`config.mk`:
```
export PLATFORM = sky130hd
export DESIGN_NAME = gate_counter_ctrl
export DESIGN_NICKNAME = d
export VERILOG_FILES = /design/src/rtl/gate_counter_pkg.sv /design/src/rtl/edge_sync.sv /design/src/rtl/gate_counter_ctrl.sv
export SDC_FILE = /design/constraint.sdc
export NUM_CORES = 1
export LEC_CHECK = 0
export CORE_ASPECT_RATIO = 1.2
export CORE_MARGIN = 2
export CORE_UTILIZATION = 45
export DETAILED_ROUTE_END_ITERATION = 10
export GPL_TIMING_DRIVEN = 0
export PLACE_DENSITY_LB_ADDON = 0.08
export SLEW_MARGIN = 20
export SYNTH_ARGS = -nofsm -noshare
export SYNTH_HDL_FRONTEND = slang
export SYNTH_HIERARCHICAL = 1
export SYNTH_SLANG_ARGS = --single-unit
```
`constraint.sdc`:
```
create_clock -name clk -period 1.74 [get_ports clk]
set_clock_uncertainty 0.1 [all_clocks]
set_input_delay 0.435 -clock clk [delete_from_list [all_inputs] [get_ports clk]]
set_output_delay 0.435 -clock clk [all_outputs]
set_load 0.005 [all_outputs]
```
`src/rtl/gate_counter_pkg.sv`:
```
// Shared definitions for the gate-window pulse counter: state encoding and
// default widths.
package gate_counter_pkg;

    localparam int CNT_W_DEF = 4;
    localparam int WIN_W_DEF = 8;

    typedef enum logic [1:0] {
        IDLE  = 2'd0,
        COUNT = 2'd1,
        DONE  = 2'd2
    } state_t;

endpackage

```
`src/rtl/edge_sync.sv`:
```
// Two-flop synchroniser for the asynchronous pulse input, followed by a
// rising-edge detector on the synchronised signal.
module edge_sync (
    input  logic clk,
    input  logic rst_n,
    input  logic in,
    output logic rise
);

    logic sync0_reg;
    logic sync1_reg;
    logic prev_reg;

    always_ff @(posedge clk or negedge rst_n) begin
        if (!rst_n) begin
            sync0_reg <= 1'b0;
            sync1_reg <= 1'b0;
            prev_reg  <= 1'b0;
        end else begin
            sync0_reg <= in;
            sync1_reg <= sync0_reg;
            prev_reg  <= sync1_reg;
        end
    end

    // Pulse is one cycle wide; it is consumed by the FSM at the following edge.
    assign rise = sync1_reg & ~prev_reg;

endmodule

```
`src/rtl/gate_counter_ctrl.sv`:
```
// Gate-window pulse counter: counts rising edges of 'in' over win_len cycles,
// then holds the result with valid until the consumer acknowledges it.
module gate_counter_ctrl
    import gate_counter_pkg::*;
#(
    parameter int CNT_W = CNT_W_DEF,
    parameter int WIN_W = WIN_W_DEF
) (
    input  logic             clk,
    input  logic             rst_n,
    input  logic             start,
    input  logic [WIN_W-1:0] win_len,
    input  logic             in,
    input  logic             ack,
    output logic [CNT_W-1:0] count,
    output logic             valid,
    output logic             busy,
    output logic             overflow
);

    state_t             state_reg,    state_next;
    logic [WIN_W-1:0]   timer_reg,    timer_next;
    logic [CNT_W-1:0]   count_reg,    count_next;
    logic               overflow_reg, overflow_next;
    logic               rise;

    edge_sync u_edge_sync (
        .clk   (clk),
        .rst_n (rst_n),
        .in    (in),
        .rise  (rise)
    );

    always_ff @(posedge clk or negedge rst_n) begin
        if (!rst_n) begin
            state_reg    <= IDLE;
            timer_reg    <= '0;
            count_reg    <= '0;
            overflow_reg <= 1'b0;
        end else begin
            state_reg    <= state_next;
            timer_reg    <= timer_next;
            count_reg    <= count_next;
            overflow_reg <= overflow_next;
        end
    end

    always_comb begin
        state_next    = state_reg;
        timer_next    = timer_reg;
        count_next    = count_reg;
        overflow_next = overflow_reg;
        case (state_reg)
            IDLE: begin
                if (start) begin
                    count_next    = '0;
                    overflow_next = 1'b0;
                    if (win_len != '0) begin
                        timer_next = win_len;
                        state_next = COUNT;
                    end else begin
                        timer_next = '0;
                        state_next = DONE;
                    end
                end
            end
            COUNT: begin
                if (rise) begin
                    if (count_reg == '1) begin
                        overflow_next = 1'b1;
                    end else begin
                        count_next = count_reg + CNT_W'(1);
                    end
                end
                // Timer holds the cycles left including this one; never wraps.
                if (timer_reg <= WIN_W'(1)) begin
                    timer_next = '0;
                    state_next = DONE;
                end else begin
                    timer_next = timer_reg - WIN_W'(1);
                end
            end
            DONE: begin
                if (ack) begin
                    state_next = IDLE;
                end
            end
            default: begin
                state_next = IDLE;
            end
        endcase
    end

    assign count    = count_reg;
    assign overflow = overflow_reg;
    assign valid    = (state_reg == DONE);
    assign busy     = (state_reg != IDLE);

endmodule

```
==> results.py, run 1 <==
metrics = {
    "status": {
        "status": "finished, violations left",
        "violations": "negative setup slack",
    },
    "die": {
        "core_um2": 2230,
        "dieArea_um2": 2710,
        "die_x_um": 47.9,
        "rows": 19,
        "ios": 20,
        "die_height_um": 56.7,
        "start_util": 0.465,
    },
    "clock_network": {
        "clkSinkCount": 18,
        "worstSkewPairLatency_ns": 0.29,
        "cts_tree": "done",
        "cts_made_buffers": 3,
        "cts_max_level": 1,
        "clockBufferDepth": 2,
        "postCtsHoldBufs": 0,
        "clk_pin_slew_ns": 0.10,
        "cts_root_buf": "clkbuf_4",
    },
    "global_routing": {
        "overflow": 0,
        "grt.total_usage": 0.213,
        "grt_pass1_vias": 971,
        "antenna_found_initial": 0,
        "grt_max_degree": 19,
        "grt_pass1_wl_um": 4230,
    },
    "timing": {
        "fmax_ghz": 0.568,
        "period_minus_slack_ns": 1.76,
        "setup_viol": 4,
        "finalHoldViolCount": 0,
        "fin_crit_sh": 1.01,
        "rsz0062_at_grt": "true",
        "worst_pin_slew_ns": 0.814,
        "slew_headroom": 0.455,
        "slew_viol_final": 0,
        "setup_ws_ns": -0.0217,
    },
    "worst_setup_path": {
        "crit_required_ns": 1.86,
        "path_class": "reg -> reg",
        "rr_worst_depth": 6,
        "cp.arrival_ns": 1.88,
        "r2r-end": "timer_reg[6]$_DFFE_PN0P_",
        "critPathLaunch": "timer_reg[0]$_DFFE_PN0P_",
        "cp-end-kind": "flop",
        "rrSetupSlack_ns": -0.02,
        "path_max_fanout": 4,
        "startpoint_type": "flop",
        "cp-endpoint": "timer_reg[6]$_DFFE_PN0P_",
        "r2r-start": "timer_reg[0]$_DFFE_PN0P_",
    },
    "placement": {
        "dp_cells": 157,
        "globalplace.congestion": 0.853,
        "placement.io_buffers": 19,
        "dp_hpwl_um": 1770,
    },
    "final_layout": {
        "post-route-util": 0.688,
        "finalNetCount": 165,
        "fill_cells": 191,
        "synthToLayoutAreaGrowth_pct": 47.8,
        "final_common_cell": "buf_4",
        "n_antenna_cell": 0,
        "largest_reg_flops": 8,
        "layout_common_cells": "18 x buf_4, 17 x dfrtp_1, 15 x clkdlybuf4s50_1, 7 x a21oi_1",
        "drive_gt1_frac": 0.324,
        "final_cells": 179,
    },
    "power_and_ir_drop": {
        "combinationalPowerShare": 0.636,
        "clkPwrFrac": 0.099,
        "power.leakage_nw": 0.668,
        "seq_power_share": 0.265,
        "switching_share": 0.423,
        "p_per_area_nw_per_um2": 1720,
        "p_switching_mw": 1.12,
        "p_int_mw": 1.52,
        "ir_drop_mv": 1.16,
    },
    "yosys": {
        "synthArstFlopShare": 1.00,
        "synth_cell_types": 39,
        "synth-edff-count": 0,
        "synthFlopType": "dfrtp_1",
        "synth_cells": 107,
        "synth_seq_cells": 18,
        "synth_area_um2": 1040,
        "synthTopCellsByArea": "dfrtp_1 43%, o21ai_0 4.3%, a21oi_1 3.9%, ha_1 3.6%, nand3_1 2.9%",
        "syn_area_per_cell_um2": 9.72,
        "synth_top_cell_by_area": "dfrtp_1",
        "synth.top_cell.area_share": 0.433,
        "yosys_warnings": 6,
        "syn_nets": 123,
        "ys_seq_area_frac": 0.433,
    },
    "detailed_routing": {
        "dr_wl_met2_um": 1470,
        "vias": 1023,
        "wl_um": 2770,
        "met3_length_um": 121,
        "post_drt_wl_per_cell_um": 15.5,
        "drc": 0,
        "via_per_inst": 5.72,
        "wl_met1_um": 1140,
        "drtPass1Iterations": 4,
        "ant_nets": 0,
        "drt_iter0_drc": 37,
        "top_layer": "met4",
    },
    "flow_run": {
        "cap_violations": 0,
    },
    "worst_hold_path": {
        "hold_class": "reg -> reg",
    },
}
[worst min path at each step]
stage                                     from                               to  slack (ns)  cells past startpoint
5_1_grt        u_edge_sync/sync0_reg$_DFF_PN0_  u_edge_sync/sync1_reg$_DFF_PN0_        0.29                      0
4_1_cts        u_edge_sync/sync0_reg$_DFF_PN0_  u_edge_sync/sync1_reg$_DFF_PN0_        0.27                      0
6_report       u_edge_sync/sync0_reg$_DFF_PN0_  u_edge_sync/sync1_reg$_DFF_PN0_        0.27                      0
3_3_place_gp   u_edge_sync/sync0_reg$_DFF_PN0_  u_edge_sync/sync1_reg$_DFF_PN0_        0.23                      0
2_1_floorplan                            rst_n             count[0]$_DFFE_PN0P_        0.04                      0
3_5_place_dp   u_edge_sync/sync0_reg$_DFF_PN0_  u_edge_sync/sync1_reg$_DFF_PN0_        0.25                      0
[metal layers]
layer,GRT usage,vias up
met1,0.265,491
met2,0.364,38
met3,0.0225,6
met5,0,-
li1,-,488
met4,0.0734,0
[power by group through the flow]
stage / clock, mW / combinational (mW) / sequential (mW)
3_5_place_dp: 0 / 1.12 / 0.708
2_1_floorplan: 0 / 0.829 / 0.671
5_1_grt: 0.278 / 1.84 / 0.714
3_3_place_gp: 0 / 1.10 / 0.702
6_report: 0.262 / 1.68 / 0.699
4_1_cts: 0.263 / 1.37 / 0.694
[critical path: stages (launching register included)]
cell     delay [ns]
dfrtp_1        0.43
inv_2          0.08
ha_4           0.16
or2_4          0.24
a31o_4         0.25
o32a_1         0.29
o22ai_2        0.14
[kinds of logic after synthesis]
family | after synthesis | synth area share
AO/OA/AOI/OAI | 37 | 0.260
adder cells (fa/ha/maj) | 3 | 0.0361
XOR/XNOR | 1 | 0.00843
flip-flops | 18 | 0.433
AND/OR/NAND/NOR | 39 | 0.225
buffers and inverters | 9 | 0.0373
[through the flow]
| step | power [mW] | area [um^2] | setup slack, ns | hold slack [ns] | TNS [ns] |
|---|---|---|---|---|---|
| floorplan | 1.50 | 1040 | 0.00756 | 0.0394 | 0 |
| CTS | 2.32 | 1420 | -0.0152 | 0.274 | -0.0235 |
| global placement | 1.81 | 1270 | -0.176 | 0.234 | -1.65 |
| detailed placement | 1.83 | 1270 | -0.170 | 0.249 | -1.73 |
| global route | 2.83 | 1540 | -0.103 | 0.289 | -0.480 |
| finish | 2.64 | 1540 | -0.0217 | 0.266 | -0.0454 |
[final cells by class]
class / instances / area (um^2) / area share
repair buffers: 37 / 330 / 0.215
plain buffers: 2 / 18.8 / 0.0122
inverters: 7 / 30.0 / 0.0195
flip-flops and latches: 18 / 452 / 0.294
clock buffers: 4 / 36.3 / 0.0236
multi-input cells: 80 / 631 / 0.410
well taps: 31 / 38.8 / 0.0252
[Yosys cell counts (2+ instances only)]
cell        n
nor3_1      2
dfrtp_1    18
inv_1       7
nor3_2      2
o2bb2ai_1   3
a2bb2oi_1   2
nand2_1     6
nand3_1     6
nor4_1      3
a211oi_1    2
ha_1        3
o21ai_0     9
a32oi_1     3
nor2b_1     2
a21oi_1     8
nor2_1      6
or3_1       3
[timing repair]
| action | CTS | global route |
|---|---|---|
| endpoints found under the setup margin | 11 | 17 |
| resized for setup | 19 | 18 |
| gates cloned | 0 | 0 |
| pin swaps | 3 | 6 |
| setup buffers | 12 | 6 |
| hold endpoints to repair | 0 | 0 |
Note: power is estimated with default switching activity, not from simulation.
==> run 2: changes to the inputs <==
--- a/config.mk
+++ b/config.mk
@@ -6,12 +6,12 @@
 export NUM_CORES = 1
 export LEC_CHECK = 0
 export CORE_ASPECT_RATIO = 1.2
-export CORE_MARGIN = 2
+export CORE_MARGIN = 1.5
 export CORE_UTILIZATION = 45
 export DETAILED_ROUTE_END_ITERATION = 10
 export GPL_TIMING_DRIVEN = 0
 export PLACE_DENSITY_LB_ADDON = 0.08
-export SLEW_MARGIN = 20
+export SLEW_MARGIN = 10
 export SYNTH_ARGS = -nofsm -noshare
 export SYNTH_HDL_FRONTEND = slang
 export SYNTH_HIERARCHICAL = 1
==> results.py, run 2 (synthesis results as in run 1) <==
metrics = {
    "timing": {
        "rsz0062_at_grt": "true",
        "slew_viol_final": 0,
        "setup_ws_ns": -0.0414,
        "setup_viol": 1,
        "fmax_ghz": 0.561,
        "tns_ns": -0.0414,
        "worst_pin_slew_ns": 0.805,
        "slew_headroom": 0.462,
        "fin_crit_sh": 1.02,
        "finalHoldViolCount": 0,
        "period_minus_slack_ns": 1.78,
    },
    "clock_network": {
        "cts_made_buffers": 3,
        "worstSkewPairLatency_ns": 0.30,
        "cts_root_buf": "clkbuf_4",
        "cts_tree": "done",
        "clkSinkCount": 18,
        "cts_max_level": 1,
        "clk_pin_slew_ns": 0.09,
        "clockBufferDepth": 2,
        "postCtsHoldBufs": 0,
    },
    "worst_setup_path": {
        "startpoint_type": "flop",
        "slowest_delay_ns": 0.43,
        "path_cells": "inv_2 > ha_4 > or2_4 > a31o_4 > o32a_1 > o22ai_2",
        "cp-end-kind": "flop",
        "cp.arrival_ns": 1.91,
        "path_class": "reg -> reg",
        "path_max_fanout": 4,
        "crit_required_ns": 1.86,
        "cp_slowest_cell": "dfrtp_1",
    },
    "detailed_routing": {
        "wl_um": 2670,
        "drc": 0,
        "post_drt_wl_per_cell_um": 15.5,
        "met3_length_um": 107,
        "via_per_inst": 5.80,
        "drt_iter0_drc": 22,
        "ant_nets": 0,
        "dr_wl_met2_um": 1450,
        "wl_met1_um": 1070,
        "vias": 997,
        "drtPass1Iterations": 4,
        "top_layer": "met4",
    },
    "flow_run": {
        "cap_violations": 0,
    },
    "final_layout": {
        "synthToLayoutAreaGrowth_pct": 42.7,
        "layout_common_cells": "17 x dfrtp_1, 13 x clkdlybuf4s50_1, 10 x buf_4, 8 x a21oi_1",
        "largest_reg_flops": 8,
        "drive_gt1_frac": 0.303,
        "post-route-util": 0.701,
        "final_cells": 172,
        "n_antenna_cell": 0,
        "finalNetCount": 159,
        "final_common_cell": "dfrtp_1",
    },
    "power_and_ir_drop": {
        "power_mw": 2.50,
        "power.leakage_nw": 0.680,
        "p_per_area_nw_per_um2": 1690,
        "ir_drop_mv": 0.995,
    },
    "worst_hold_path": {
        "hold_class": "reg -> reg",
    },
    "die": {
        "core_um2": 2120,
        "start_util": 0.491,
        "die_x_um": 46.9,
        "rows": 18,
        "die_height_um": 55.7,
        "ios": 20,
        "dieArea_um2": 2610,
    },
    "global_routing": {
        "grt_pass1_vias": 946,
        "antenna_found_initial": 0,
        "overflow": 0,
        "grt_max_degree": 19,
        "grt.total_usage": 0.212,
        "grt_pass1_wl_um": 4080,
    },
    "placement": {
        "dpl_worst_slack_ns": -0.179,
        "dp_cells": 156,
        "globalplace.congestion": 0.875,
        "dp_hpwl_um": 1740,
        "placement.io_buffers": 19,
    },
    "status": {
        "violations": "negative setup slack",
        "status": "finished, violations left",
    },
}
-- run 2: cell count changes in the layout (fill, tap and decap cells not counted), sizes merged --
cell / delta
buf: -8
clkbuf: +2
clkdlybuf4s50: -2
dlymetal6s2s: +2
clkinvlp: -1
inv: +1
-- run 2: layer usage --
metal / vias to the layer above / global-route usage
li1: 477 / -
met1: 489 / 0.270
met2: 26 / 0.342
met3: 5 / 0.0357
met4: 0 / 0.0833
met5: - / 0
-- run 2: through the flow --
stage	hold slack, ns	area [um^2]
after CTS	0.265	1420
after detailed placement	0.242	1270
after global placement	0.234	1270
after floorplan	0.0394	1040
after global routing	0.287	1480
final	0.272	1480
-- run 2: worst paths after layout --
kind	from	to	slack, ns	cells after the start
worst max-delay path	timer_reg[0]$_DFFE_PN0P_	timer_reg[6]$_DFFE_PN0P_	-0.04	6
worst min-delay path	u_edge_sync/sync0_reg$_DFF_PN0_	u_edge_sync/sync1_reg$_DFF_PN0_	0.27	0
worst max register to register	timer_reg[0]$_DFFE_PN0P_	timer_reg[6]$_DFFE_PN0P_	-0.04	6
worst min register to register	u_edge_sync/sync0_reg$_DFF_PN0_	u_edge_sync/sync1_reg$_DFF_PN0_	0.27	0
max in group asynchronous	rst_n	state_reg[1]$_DFFE_PN0P_	0.51	1
min in group asynchronous	rst_n	count[1]$_DFFE_PN0P_	0.49	1
-- run 2: repair_timing --
action                     4_1_cts  5_1_grt
gates resized for setup         12       21
pin swaps                        3        9
setup buffers                   11        1
setup endpoints to repair       12       17
-- run 2: cell type report --
class / count / area, um^2
multi-input cells: 80 / 628
plain buffers: 2 / 16.3
inverters: 7 / 26.3
flip-flops and latches: 18 / 452
clock buffers: 4 / 36.3
well taps: 30 / 37.5
repair buffers: 31 / 288
fillers: 194 / 633
-- run 2: report_power, final --
| part | total (mW) | switching [mW] | internal, mW |
|---|---|---|---|
| combinational | 1.55 | 0.803 | 0.744 |
| sequential | 0.695 | 0.143 | 0.552 |
| clock | 0.260 | 0.132 | 0.128 |
-- run 2: worst max-delay path, delay by kind of cell, from the launching register on --
family	cells	cell delay (ns)
AND/OR/NAND/NOR	1	0.27
flip-flops	1	0.43
AO/OA/AOI/OAI	3	0.67
adder cells (fa/ha/maj)	1	0.16
buffers and inverters	1	0.07
